==> src/rtl/ram_arbiter.sv <==
// ram_arbiter: round-robin arbiter sharing the RAM/I/O port between two masters.
// Master 0 is the CPU core; master 1 is the DMA/boot-loader engine.
//
// Ports:
//   clk, rst_n            clock; synchronous active-low reset
//   m_req                 per-master request, held with stable fields until m_done
//   m_read_type           per-master read_type (3'b000 = no read)
//   m_write_type          per-master write_type (2'b00 = no write)
//   m_address, m_data_in  per-master byte address and write data
//   m_done                one-cycle completion pulse to the granted master
//   m_data_out            registered read data, valid with m_done
//   m_error               completion was a watchdog abort
//   grant                 one-hot current owner, 0 when idle
//   ram_*                 downstream access fields and handshake
//
// Optional feature: define RAM_ARBITER_TIMEOUT_EN to abort a transaction that
// has not completed after TimeoutCycles cycles in WAIT.
module ram_arbiter #(
    parameter int AddressBitWidth = 32,
    parameter int DataBitWidth    = 32,
    parameter int TimeoutCycles   = 1024
) (
    input  logic                            clk,
    input  logic                            rst_n,
    input  logic [1:0]                      m_req,
    input  logic [1:0][2:0]                 m_read_type,
    input  logic [1:0][1:0]                 m_write_type,
    input  logic [1:0][AddressBitWidth-1:0] m_address,
    input  logic [1:0][DataBitWidth-1:0]    m_data_in,
    output logic [1:0]                      m_done,
    output logic [DataBitWidth-1:0]         m_data_out,
    output logic                            m_error,
    output logic [1:0]                      grant,
    output logic                            ram_enable,
    output logic [2:0]                      ram_read_type,
    output logic [1:0]                      ram_write_type,
    output logic [AddressBitWidth-1:0]      ram_address,
    output logic [DataBitWidth-1:0]         ram_data_in,
    input  logic [DataBitWidth-1:0]         ram_data_out,
    input  logic                            ram_data_out_ready,
    input  logic                            ram_busy
);
    typedef enum logic [1:0] {IDLE, ISSUE, WAIT} state_t;
    state_t r_state;
    logic   r_owner;
    logic   r_last_owner;
    logic   w_pick;
    logic   w_complete;
    logic   w_timeout;

    // On a tie the master that did not own the previous transaction wins.
    assign w_pick     = (m_req == 2'b11) ? ~r_last_owner : m_req[1];
    assign w_complete = !ram_busy && (ram_read_type == 3'b000 || ram_data_out_ready);

`ifdef RAM_ARBITER_TIMEOUT_EN
    logic [15:0] r_cnt;
    // Held at zero outside WAIT, so it is cleared by the time WAIT starts.
    always_ff @(posedge clk)
        r_cnt <= (!rst_n || r_state != WAIT) ? 16'd0 : r_cnt + 16'd1;
    assign w_timeout = r_state == WAIT && !w_complete && r_cnt == 16'(TimeoutCycles - 1);
`else
    assign w_timeout = 1'b0;
`endif

    always_ff @(posedge clk) begin
        if (!rst_n) begin
            r_state        <= IDLE;
            r_owner        <= 1'b0;
            r_last_owner   <= 1'b1;
            grant          <= 2'b00;
            m_done         <= 2'b00;
            m_data_out     <= '0;
            m_error        <= 1'b0;
            ram_enable     <= 1'b0;
            ram_read_type  <= 3'b000;
            ram_write_type <= 2'b00;
            ram_address    <= '0;
            ram_data_in    <= '0;
        end else begin
            m_done  <= 2'b00;
            m_error <= 1'b0;
            case (r_state)
                IDLE: if (|m_req) begin
                    r_owner        <= w_pick;
                    grant          <= w_pick ? 2'b10 : 2'b01;
                    ram_enable     <= 1'b1;
                    ram_read_type  <= m_read_type[w_pick];
                    ram_write_type <= m_write_type[w_pick];
                    ram_address    <= m_address[w_pick];
                    ram_data_in    <= m_data_in[w_pick];
                    r_state        <= ISSUE;
                end
                // Completion is not sampled here: the cache needs a cycle to raise busy.
                ISSUE: r_state <= WAIT;
                WAIT: if (w_complete || w_timeout) begin
                    m_done         <= r_owner ? 2'b10 : 2'b01;
                    m_error        <= w_timeout;
                    if (w_timeout)
                        m_data_out <= '1;
                    else if (ram_read_type != 3'b000)
                        m_data_out <= ram_data_out;
                    r_last_owner   <= r_owner;
                    grant          <= 2'b00;
                    ram_enable     <= 1'b0;
                    ram_read_type  <= 3'b000;
                    ram_write_type <= 2'b00;
                    r_state        <= IDLE;
                end
                default: r_state <= IDLE;
            endcase
        end
    end
endmodule
==> config.mk <==
export PLATFORM = sky130hd
export DESIGN_NAME = ram_arbiter
export DESIGN_NICKNAME = d
export VERILOG_FILES = /design/src/rtl/ram_arbiter.sv
export SDC_FILE = /design/constraint.sdc
export NUM_CORES = 1
export LEC_CHECK = 0
export BUFFER_PORTS_ARGS = -buffer_cell sky130_fd_sc_hd__buf_2
export CAP_MARGIN = 0
export CORE_MARGIN = 2
export CORE_UTILIZATION = 44
export DETAILED_ROUTE_END_ITERATION = 16
export HOLD_SLACK_MARGIN = 0.08
export PLACE_DENSITY = 0.84
export SLEW_MARGIN = 10
export SYNTH_ARGS = -nofsm -noshare
export SYNTH_HDL_FRONTEND = slang
export SYNTH_SLANG_ARGS = --single-unit
==> constraint.sdc <==
create_clock -name clk -period 1.8 [get_ports clk]
set_input_delay 0 -clock clk [delete_from_list [all_inputs] [get_ports clk]]
set_output_delay 0 -clock clk [all_outputs]
set_load 0.01 [all_outputs]
==> metrics.cfg <==
[timing]
min_period_ns = 1.74
setup_viol = 0
finalCritPeriodShare_pct = 96.7
skew_ns = 0.0100
worst_hold_slack_ns = 0.223
fmax_mhz = 575
hold_violations = 0
slew_violations = 0
slew-limit-headroom_pct = 51.0
worst_pin_slew_ns = 0.734
worst_slack_ns = 0.0599
rsz0062_at_grt = no
tns_ns = 0

[setup_path]
crit_chain = or3_4 -> a2111oi_4 -> dlygate4sd3_1
critPathCaptureType = flop
crit_type = reg2reg
crit_arrival_ns = 2.06
crit-reg2reg-capture = m_done[0]
crit_family = buffers and inverters
critPathMaxStageDelay_ns = 0.58
critical_path_buf_inv_count = 1
crit_fanout = 5
worst_path_max_delay_cell = dlygate4sd3_1
rrSetupSlack_ns = 0.06
startpoint_type = flop
required_ns = 2.12
reg2reg_depth = 3
r2r_start = ram_read_type[2]

[clocking]
ctsHtreeMaxLevel = 3
cts_buffers = 9
clock_latency_ns = 0.37
max-clock-path-buffers = 2
cts_root_buf = clkbuf_8
clk_pin_slew_worst_paths_ns = 0.11
cts_sinks = 110
cts_tree = done

[routing]
num_vias = 5941
wl_per_cell_um = 19.5
routed_wl_mm = 20.8
drc = 0
ant_nets = 0
drtPass1Iterations = 5
drt_iter0_markers = 578
vias_per_cell = 5.56

[global_route]
first_global_vias = 5763
grt_pass1_wl_mm = 30.6
antenna_found_initial = 3
track_usage_pct = 33.6
grt_overflow = 0
grt_max_degree = 75

[synthesis]
synth_area_mm2 = 0.00483
synth_top_area_share_pct = 45.6
yosysTopAreaCell = dfxtp_1
yosys_warnings = 0
synth_cells = 498
syn_nets = 674
ys_seq_area_share_pct = 45.6
synth_edf_count = 0
ys_types = 34
synthArstFlopShare_pct = 0
yosys-top-cells-area = dfxtp_1 (46%), mux2i_1 (21%), a211oi_1 (11%)
ys_ff_latch = 110
yosysMostFrequentCell = dfxtp_1
ys.flop_type = dfxtp_1
syn_area_per_cell_um2 = 9.70
yosys-top-cells-count = dfxtp_1 (110), mux2i_1 (101), a21oi_1 (71)

[layout]
drive_above_1_share_pct = 34.0
final_area_mm2 = 0.00827
fillers = 617
area_delta_synth_final_pct = 71.2
multi_input_area_mm2 = 0.00237
nets = 1098
seq_area_mm2 = 0.00220

[floorplan]
die_y_um = 109
num_rows = 38
coreArea_mm2 = 0.0108
io_pins = 283
start_util_pct = 44.8
dieWidth_um = 109
die_area_mm2 = 0.0118

[pwr]
total_power_uw = 6340
vdd_ir_drop_max_mv = 0.475
powerDensity_mw_per_mm2 = 767
static-leakage-power_uw = 0.00374

[placed_design]
io_buffer_count = 281
place_congestion = 0.770
dp_hpwl_mm = 9.61
pre_cts_slack_ns = 0.173
placed_cell_area_mm2 = 0.00630

[status]
status = finished, final reports clean

[min_path]
holdPathStages = 4
hold_path.class = in2reg
hp-start = ram_data_out_ready
hold_path_end = ram_write_type[0]

[job]
maxCapViolCount = 0

## per-layer routing
layer / wire length [um] / up-vias / global-route usage (%)
met3: 2200 / 110 / 8.91
met1: 7660 / 2678 / 39.0
li1: - / 2656 / -
met2: 9610 / 497 / 55.0
met5: 0 / - / 0
met4: 1350 / 0 / 21.3
## power breakdown
part	internal (uW)	switching (uW)
Sequential	2670	156
Combinational	894	973
Clock	783	863
Total	4350	1990
## worst max-delay path by stage
| stage | cells past startpoint | start | slack (ns) | end |
|---|---|---|---|---|
| CTS | 3 | ram_read_type[2] | 0.03 | m_done[0] |
| global route | 4 | r_state[1] | 0.007 | m_data_out[26] |
| floorplan | 5 | r_state[1] | 0.37 | m_data_out[0] |
| finish | 3 | ram_read_type[2] | 0.06 | m_done[0] |
| global placement | 4 | r_state[1] | 0.24 | m_data_out[0] |
| detailed placement | 4 | r_state[1] | 0.17 | m_data_out[24] |
## registers in the layout, summed over array words and instances (netlist names)
name            flops
ram_enable          1
r_state             2
ram_address        32
m_done              2
grant               2
r_owner             1
ram_read_type       3
ram_data_in        32
ram_write_type      2
m_data_out         32
r_last_owner        1
## layout by cell type, fill, tap and decap left out, drive strengths merged, types with 2 or more instances in the layout
master	synthesis	routed
bufinv	0	2
nand2	67	67
a211oi	69	69
a21boi	2	2
clkbuf	29	10
inv	2	3
a21oi	71	71
and2	2	2
mux2i	101	101
diode	0	3
clkinvlp	0	2
nand3b	2	2
and3	2	2
o31ai	2	2
buf	23	291
dlygate4sd3	0	174
dfxtp	110	110
## kinds of logic after synthesis
group	after synthesis	synth area share, %
simple gates	82	7.51
flops	110	45.6
other cells	1	0.0776
mux	101	20.9
compound gates	150	19.8
buf+inv	54	6.14
## through the flow
stage               instances  utilization, %
floorplan                 498               -
global placement          877            58.4
detailed placement        877            58.4
CTS                      1066            76.5
global route             1069            76.7
finish                   1069            76.7
## tightest hold or removal path, cell delays in order
cell,delay (ns)
buf_2,0.10
nor2b_1,0.11
a22oi_1,0.16
a211oi_1,0.19
## what timing repair did
action	in CTS	in global routing
endpoints found under the hold margin	110	0
hold buffers	174	0
setup endpoints to repair	0	1
setup buffers	0	0
resized for setup	0	1
## layout make-up
| cell class | instances | area share (%) |
|---|---|---|
| diodes | 3 | 0.0907 |
| clock inverters | 5 | 1.01 |
| multi-input cells | 334 | 28.7 |
| inverters | 2 | 0.0907 |
| repair buffers | 465 | 39.9 |
| clock buffers | 10 | 1.54 |
| well taps | 140 | 2.12 |
| flip-flops and latches | 110 | 26.6 |
Power figures use the tool's default switching activity.
